**config.mk**
```make
export PLATFORM = sky130hd
export DESIGN_NAME = fifo_burst_reader
export DESIGN_NICKNAME = d
export VERILOG_FILES = /design/src/rtl/fifo_burst_reader.sv
export SDC_FILE = /design/constraint.sdc
export NUM_CORES = 1
export LEC_CHECK = 0
export CORE_ASPECT_RATIO = 1.75
export CORE_MARGIN = 8
export CORE_UTILIZATION = 50
export DETAILED_ROUTE_END_ITERATION = 7
export PLACE_DENSITY = 0.85
export SLEW_MARGIN = 20
export SYNTH_ARGS = -nofsm -noshare
export SYNTH_HDL_FRONTEND = slang
export SYNTH_SLANG_ARGS = --single-unit
```
**constraint.sdc**
```tcl
create_clock -name rclk -period 4.3 [get_ports rclk]
set_input_delay 0.86 -clock rclk [delete_from_list [all_inputs] [get_ports rclk]]
set_output_delay 0.86 -clock rclk [all_outputs]
set_load 0.005 [all_outputs]
```
**src/rtl/fifo_burst_reader.sv**
```systemverilog
`default_nettype none
// ============================================================================
// Module   : fifo_burst_reader
// Purpose  : Drains the async-FIFO read port and packs `burst` words into one
//            beat on a valid/ready interface. With BURST_TIMEOUT_EN defined,
//            a partial burst is flushed after `timeout` empty cycles.
// Revision : 1.0 - initial release
// ============================================================================
module fifo_burst_reader #(
    parameter int data    = 6,
    parameter int burst   = 4,
    parameter int timeout = 16
) (
    input  logic                         rclk,
    input  logic                         rrst,
    input  logic                         r_empty,
    input  logic [data-1:0]              rdata,
    output logic                         r_en,
    output logic                         m_valid,
    input  logic                         m_ready,
    output logic [burst*data-1:0]        m_data,
    output logic [$clog2(burst+1)-1:0]   m_len,
    output logic [15:0]                  beat_cnt
);

    localparam int LW = $clog2(burst + 1);
    localparam int TW = $clog2(timeout + 1);

    typedef enum logic [0:0] {
        S_FILL = 1'b0,
        S_HOLD = 1'b1
    } state_t;

    state_t                  r_state;
    state_t                  w_state_nxt;
    logic [LW-1:0]           r_idx;
    logic [burst*data-1:0]   r_buf;
    logic [LW-1:0]           r_len;
    logic [15:0]             r_beat_cnt;
    logic                    w_pop;
    logic                    w_last;
    logic                    w_hs;
    logic                    w_tmo;
`ifdef BURST_TIMEOUT_EN
    logic [TW-1:0]           r_idle;
`endif

    always_comb begin
        w_state_nxt = r_state;
        w_pop       = 1'b0;
        w_last      = 1'b0;
        w_hs        = 1'b0;
        w_tmo       = 1'b0;
        case (r_state)
            S_FILL: begin
                // rrst gating keeps the pop strobe low throughout reset
                w_pop  = rrst && !r_empty;
                w_last = w_pop && (r_idx == LW'(burst - 1));
                if (w_last) begin
                    w_state_nxt = S_HOLD;
                end
`ifdef BURST_TIMEOUT_EN
                else if (!w_pop && (r_idx != '0) && (r_idle == TW'(timeout))) begin
                    w_tmo       = 1'b1;
                    w_state_nxt = S_HOLD;
                end
`endif
            end
            S_HOLD: begin
                if (m_ready) begin
                    w_hs        = 1'b1;
                    w_state_nxt = S_FILL;
                end
            end
            default: w_state_nxt = S_FILL;
        endcase
    end

    always_ff @(posedge rclk or negedge rrst) begin
        if (!rrst) begin
            r_state    <= S_FILL;
            r_idx      <= '0;
            r_buf      <= '0;
            r_len      <= '0;
            r_beat_cnt <= '0;
        end else begin
            r_state <= w_state_nxt;
            if (w_pop) begin
                r_buf[int'(r_idx)*data +: data] <= rdata;
                r_idx                           <= r_idx + LW'(1);
            end
            if (w_last) begin
                r_len <= LW'(burst);
            end
            if (w_tmo) begin
                r_len <= r_idx;
            end
            if (w_hs) begin
                r_idx      <= '0;
                r_buf      <= '0;
                r_len      <= '0;
                r_beat_cnt <= r_beat_cnt + 16'd1;
            end
        end
    end

`ifdef BURST_TIMEOUT_EN
    // Counts only while a partial burst is waiting on an empty FIFO
    always_ff @(posedge rclk or negedge rrst) begin
        if (!rrst) begin
            r_idle <= '0;
        end else if ((r_state == S_FILL) && (r_idx != '0) && !w_pop && !w_tmo) begin
            r_idle <= r_idle + TW'(1);
        end else begin
            r_idle <= '0;
        end
    end
`endif

    assign r_en     = w_pop;
    assign m_valid  = (r_state == S_HOLD);
    assign m_data   = r_buf;
    assign m_len    = r_len;
    assign beat_cnt = r_beat_cnt;

endmodule
`default_nettype wire

```
Word level (Yosys, flattened, before mapping)
Cells that the tools add are included.
Operators by class
  add/subtract/negate cells: 3
  $mul: 1
  equal/unequal tests: 1
  shift-type cells: 2
  multiplexer cells: 14
  bitwise operators: 1
  reduce and logical (&&, ||, !) cells: 5
Operators with widths (count)
  $mux W24: 2
  $neg A6 Y33: 1
  $shift A6 B33 Y24 const A: 1
  $shiftx A6 B33 Y24: 1
  $bwmux W24: 1
  $add A16 B1 Y16 const B: 1
  $mux W3: 4
  $mux W1: 6
  $mul A3 B2 Y5 const B: 1
  $reduce_bool A2 Y1: 2
  $add A3 B1 Y3 const B: 1
  $eq A3 B2 Y1 const B: 1
  $logic_and A1 B1 Y1: 2
  $pmux W1 S2: 1
  $logic_not A1 Y1: 1
  $not A1 Y1: 1
Storage, ports and cells
  flip-flop bits (word level): 47
  bits of input ports: 10
  output and inout port bits: 45
  word-level logic and storage cells: 32

Depth between registers and ports, before layout
Gate-level depths: netlist (run 1).
  word-level depth: 6
  gate-level depth with buffers: 11
  mapped depth without buffers: 9

Worst setup path after synthesis (run 1)
No wires, ideal clock.
  path kind: register -> register
  start: reg r_idx[0]
  end: reg r_buf[0] (netlist: m_data[0])
  setup time: 0.078 ns
  data arrival time: 3.049 ns
  data required time: 4.222 ns
  path slack: 1.173 ns
  cell stages (with the launch flop): 11
  path buffers: 1
  period minus slack after synthesis: 3.127 ns
  path through: dfrtp_1 ha_1 fa_1 xnor2_2 and2_1 ha_1 clkbuf_1 nand4b_1 or2_1 a211o_1 a21oi_1
On the way
  cells in the longest elaborated chain, start to end: 6
  elaborated cells on any way between the ends: 7
  classes of those cells: add/sub (1); mul (1); shift (2); mux (3)
Ends and longest elaborated chain
  start, declared: line 36  | logic [LW-1:0] r_idx;
  start signal, assigned: line 90  | r_idx <= r_idx + LW'(1);
  $mul A3 B2 Y5 (*): line 89  | r_buf[int'(r_idx)*data +: data] <= rdata;
  $neg A6 Y33 (*): line 89
  $shiftx A6 B33 Y24 or $shift A6 B33 Y24 (tied branches): line 89
  $bwmux W24 (*): line 89
  $mux W24 (*): line 88  | if (w_pop) begin
  $mux W24 (*): line 98  | if (w_hs) begin
  end signal, assigned by index: line 89
  end, declared: line 37  | logic [burst*data-1:0] r_buf;
Every way passes the cells marked *; elsewhere a longest branch is shown, timed or not. The select of a mux whose other input is x is not followed.
A chain may end at the register's enable or synchronous reset.

Worst setup path in the final report (run 1)
  start: reg r_idx[1]
  end: reg r_buf[0] (netlist: m_data[0])
Same word-level chain as after synthesis.

==> flow_summary.toml, run 1 <==
[critical_path]
endpoint_kind = "flip-flop"
path_buf_inv = 0
setup.worst_path.start = "r_idx[1]"
crit_family = "adder cells"
worstPathRequired_ps = 4530
crit_top_cell = "ha_1"
critical-path-slowest-cell = "fa_1"
crit_cells = 9
endpoint = "m_data[0]"
reg2regPathDepth = 9
crit_fanout = 13
path_cells = "ha_1 > fa_1 > xnor2_2 > and2_1 > ha_1 > nand4b_1 > or2_1 > a211o_1 > a21oi_1"
r2r_end = "m_data[0]"
regToRegSetupSlack_ps = 830
start_kind = "flip-flop"
critical_path_class = "flip-flop to flip-flop"
reg2reg_from = "r_idx[1]"
slowest_delay_ps = 600
worstPathArrival_ps = 3700

[power_and_ir_drop]
power_density_nw_per_um2 = 722
total_power_mw = 2.56
max-vdd-ir-drop_v = 0.000541
power.leakage_nw = 1.47

[layout]
finalNonFillerCells = 437
synthToLayoutAreaGrowth_pct = 23.6
nNetsFinal = 379
drive_above_1_share_pct = 9.42
num_antenna_cells = 0
layout_common_cells = "clkdlybuf4s50_1 (51), dfrtp_1 (45), nand2_1 (40)"
layout_commonest_cell = "clkdlybuf4s50_1"

[clocking]
cts_buffers = 5
cts.sinks = 45
ctsLongestPathBuffers = 2
clk_latency_ps = 300
cts_root_buf = "clkbuf_8"
h-tree-depth = 2
post_cts_buffers = 0
cts_hold_buffers = 0
post_cts_resized = 0
clkSlewWorstSetupHoldPaths_ps = 90
cts_tree = "built"

[global_route]
overflow = 0
grt_max_degree = 46
grt_pass1_wl_um = 13000
track_usage_pct = 19.8
antenna_found_initial = 0
grt_pass1_vias = 2646

[synthesis]
async_reset_ff_share_pct = 100
syn_avg_cell_area_um2 = 9.19
synth_edf_count = 0
syn-cell-area_um2 = 2870
yosys.area.top_type = "dfrtp_1"
synth_flop_cell = "dfrtp_1"
synthTopCellsByArea = "dfrtp_1 (39%), nand2_1 (5.2%), xnor2_1 (4.3%), ha_1 (3.5%), a21oi_1 (3.1%)"
yosysSeqAreaShare_pct = 39.3
ys_ff_latch = 45
synth_top_area_share_pct = 39.3
yosysUniqueCellTypes = 65
yosysWarnings = 0
postSynthCellCount = 312

[floorplanning]
dieArea_um2 = 8510
fp.dieH_um = 116
start_util_pct = 51.8
placeableCoreArea_um2 = 5540
fp-row-count = 36
die_w_um = 73.3
ios = 55

[sta]
skew_ps = 8.07
tightest_slew_ps = 758
tns_ps = 0
report.final.slew_viol_count = 0
setup_viol = 0
fin_crit_ps = 3470
hold_viol_final = 0
slew_headroom_pct = 48.7
fmax_ghz = 0.288
rsz0062_at_grt = "false"
post-route-period-util_pct = 80.8

[drt]
route.met2.wl_um = 4310
wl_met1_um = 2940
dr_wl_met3_um = 473
ant_nets = 0
vias = 2599
drc = 0
avgRoutedWirePerCell_um = 18.5
routed_wl_um = 8070
top_layer = "met4"
viasPerCell = 5.95
drt_iter0_drc = 106
first_pass_iters = 4

[run]
drv_cap = 0

[outcome]
status = "completed"

[placement]
hpwl_um = 6160
io_buffer_count = 52
dp_cells = 429
place_congestion = 0.967

[worst_hold_path]
min_path_type = "flip-flop to flip-flop"
==> final cells by class <==
cell class                 instances  area, um^2
clock inverter                     2        37.5
multi-input combinational        242        1610
clock buffer                       6        82.6
sequential                        45        1130
timing repair buffer              57         553
tap                               76        95.1
inverter                           9        35.0
fill                             507        2000
==> routing by layer <==
| metal | up-vias | track usage [%] |
|---|---|---|
| li1 | 1210 | - |
| met1 | 1248 | 20.2 |
| met2 | 111 | 36.3 |
| met3 | 30 | 3.35 |
| met4 | 0 | 12.0 |
| met5 | - | 0 |
==> worst reg2reg max path: cells and delay by family (launching register included) <==
family	cells	cell delay, ps
AO/OA/AOI/OAI	2	410
XOR/XNOR	1	430
adder cells (fa/ha/maj)	3	1250
flip-flops	1	440
AND/OR/NAND/NOR	3	880
==> cells in the mapped netlist, types with 2 or more instances <==
cell type  instances
ha_1               8
buf_2              5
o21ai_0           16
a21oi_1           18
or3_1              2
nand2b_1           5
o211a_1            2
nor4_1             2
buf_4              5
nand2_1           40
a211o_1            2
nand4_1            7
a31oi_1            5
a31o_2             3
a32oi_1            3
nor2_1            13
and4b_1            2
mux2i_1            8
xnor2_1           14
dfrtp_1           45
nand3_1           13
a211oi_1           2
a211oi_2           2
nor3_1            11
or2_2              2
nor2b_1            6
inv_1              7
mux2_2             4
a21o_1             2
o31ai_1            3
and2_1             6
nor3_2             2
and3_1             6
xor2_1             5
clkbuf_1           6
==> worst min-delay path by stage <==
stage | cells past startpoint | slack (ps) | to | start
6_report | 1 | 480 | beat_cnt[15] | beat_cnt[15]
5_1_grt | 1 | 510 | beat_cnt[15] | beat_cnt[15]
4_1_cts | 1 | 490 | beat_cnt[15] | beat_cnt[15]
3_5_place_dp | 2 | 470 | m_len[2] | m_len[2]
3_3_place_gp | 2 | 460 | m_len[2] | m_len[2]
2_1_floorplan | 1 | 460 | beat_cnt[15] | beat_cnt[15]
==> per-stage QoR <==
step | setup WS [ps] | cell area (um^2) | hold WS [ps] | utilization (%)
finish | 826 | 3540 | 483 | 64.0
floorplan | 1170 | 2870 | 465 | -
global route | 622 | 3540 | 506 | 64.0
detailed placement | 862 | 3420 | 470 | 61.8
CTS | 831 | 3540 | 491 | 64.0
global placement | 957 | 3420 | 464 | 61.8
==> registers in the layout, indices dropped and copies added (netlist names) <==
signal    cells
r_idx         3
beat_cnt     16
m_len         1
m_data       24
m_valid       1
==> where the power goes <==
part	total [mW]	internal [mW]	switching, mW	leakage (nW)
Sequential	0.622	0.539	0.0828	0.593
Combinational	1.60	0.654	0.945	0.824
Clock	0.338	0.189	0.149	0.0574
==> kinds of logic (layout without fill, tap and decap cells) <==
family          after synthesis  after routing  synth area share (%)
compound gates               71             71                  17.1
xor+xnor                     21             21                  6.94
fa+ha+maj                     9              9                  4.19
buf+inv                      26             74                  4.58
flops                        45             45                  39.3
mux                          12             12                  4.36
other cells                   1              2                 0.131
simple gates                127            127                  23.4
Note: power is estimated with default switching activity, not from simulation.
==> run 2, diff against run 1 <==
Settings changed: CORE_UTILIZATION 50 to 47, PLACE_DENSITY 0.85 to 0.84.
Clock period 4.3 ns to 3.1 ns, I/O delays scaled along.
==> flow_summary.toml, run 2 (synthesized netlist as in run 1, its figures left out) <==
[worst_hold_path]
min_path_type = "input port to asynchronous set/reset pin"

[placement]
place_congestion = 0.976
dp_cells = 441
hpwl_um = 6270
io_buffer_count = 52
place_area_um2 = 3510

[sta]
skew_ps = 4.33
fmax_ghz = 0.342
tightest_slew_ps = 593
setup_viol = 0
slew_headroom_pct = 60.1
report.final.slew_viol_count = 0
hold_viol_final = 0
post-route-period-util_pct = 94.2
fin_crit_ps = 2920

[critical_path]
endpoint_kind = "flip-flop"
reg2reg_from = "r_idx[1]"
setup.worst_path.start = "r_idx[1]"
crit_fanout = 7
reg2regPathDepth = 8
endpoint = "m_data[12]"
critical_path_class = "flip-flop to flip-flop"
worstPathArrival_ps = 3080
regToRegSetupSlack_ps = 180
start_kind = "flip-flop"
r2r_end = "m_data[12]"
worstPathRequired_ps = 3260

[global_route]
grt_pass1_vias = 2685
grt_pass1_wl_um = 13200
overflow = 0
antenna_found_initial = 0
grt_max_degree = 46
track_usage_pct = 18.8

[clocking]
cts_tree = "built"
post_cts_buffers = 0
clkSlewWorstSetupHoldPaths_ps = 80
ctsLongestPathBuffers = 2
post_cts_resized = 0
h-tree-depth = 2
cts_hold_buffers = 0
cts_root_buf = "clkbuf_8"
clk_latency_ps = 290
cts_buffers = 5
cts.sinks = 45

[layout]
num_antenna_cells = 0
finalInstanceArea_um2 = 3650
finalNonFillerCells = 452
largest_register_ffs = 24
nNetsFinal = 393
synthToLayoutAreaGrowth_pct = 27.1
drive_above_1_share_pct = 12.6
finish.utilization_pct = 62.0
layout_common_cells = "clkdlybuf4s50_1 (51), dfrtp_1 (45), nand2_1 (40)"
layout_commonest_cell = "clkdlybuf4s50_1"

[floorplanning]
start_util_pct = 48.8
fp.dieH_um = 119
ios = 55
fp-row-count = 37
die_w_um = 75.0
placeableCoreArea_um2 = 5880
dieArea_um2 = 8960

[power_and_ir_drop]
power.leakage_nw = 1.54
p_switching_mw = 1.69
intPower_mw = 2.09
power_density_nw_per_um2 = 1040
power.share.clock_pct = 11.3
comb_power_share_pct = 66.0
swShare_pct = 44.8
max-vdd-ir-drop_v = 0.000599
p_seq_share_pct = 22.6

[drt]
viasPerCell = 6.03
avgRoutedWirePerCell_um = 18.4
first_pass_iters = 5
vias = 2726
ant_nets = 0
drc = 0
routed_wl_um = 8310
drt_iter0_drc = 143

[run]
drv_cap = 0

[outcome]
status = "completed"
run 2: cell count changes in the layout (fill, tap and decap cells not counted), sizes merged:
cell	delta
buf	+14
clkbuf	-1
clkinv	+1
clkinvlp	-1
run 2: worst max-delay path: stages (launching register included):
cell     delay (ps)
dfrtp_1         430
ha_1            230
fa_1            480
buf_4           190
nor3_1          370
xor2_2          270
nand3_1         150
nor4_1          570
nor3_1          100
run 2: cell type report:
class	count	area [um^2]
Fill cell	528	2230
Clock inverter	2	35.0
Tap cell	78	97.6
Inverter	9	35.0
Clock buffer	5	68.8
Sequential cell	45	1130
Timing Repair Buffer	71	658
Multi-Input combinational cell	242	1630
run 2: power groups by stage:
stage	Clock (mW)	Sequential [mW]	Combinational [mW]
5_1_grt	0.457	0.874	2.69
3_5_place_dp	0	0.868	2.32
2_1_floorplan	0	0.883	1.49
4_1_cts	0.435	0.858	2.35
6_report	0.428	0.856	2.50
3_3_place_gp	0	0.860	2.29
run 2: through the flow:
| stage | total power [mW] | hold slack (ps) | TNS (ps) | worst slack (ps) |
|---|---|---|---|---|
| 2_1_floorplan | 2.38 | 324 | 0 | 23.1 |
| 3_3_place_gp | 3.15 | 458 | 0 | 262 |
| 3_5_place_dp | 3.19 | 471 | 0 | 172 |
| 4_1_cts | 3.64 | 448 | 0 | 155 |
| 5_1_grt | 4.02 | 474 | -0.986 | -0.986 |
| 6_report | 3.78 | 418 | 0 | 179 |
run 2: worst min path at each step:
stage                 startpoint            to  depth (start not counted)
finish                      rrst   beat_cnt[3]                          2
global route                rrst   beat_cnt[3]                          2
CTS                         rrst    m_data[22]                          2
detailed placement  beat_cnt[15]  beat_cnt[15]                          1
global placement    beat_cnt[15]  beat_cnt[15]                          1
floorplan                   rrst   beat_cnt[0]                          0
run 2: per-layer routing:
layer | global-route usage, % | up-vias | share of wire [%]
met3 | 3.03 | 34 | 6.6
met1 | 20.2 | 1316 | 36
met2 | 33.4 | 137 | 52
li1 | - | 1239 | -
met5 | 0 | - | 0
met4 | 8.89 | 0 | 4.7
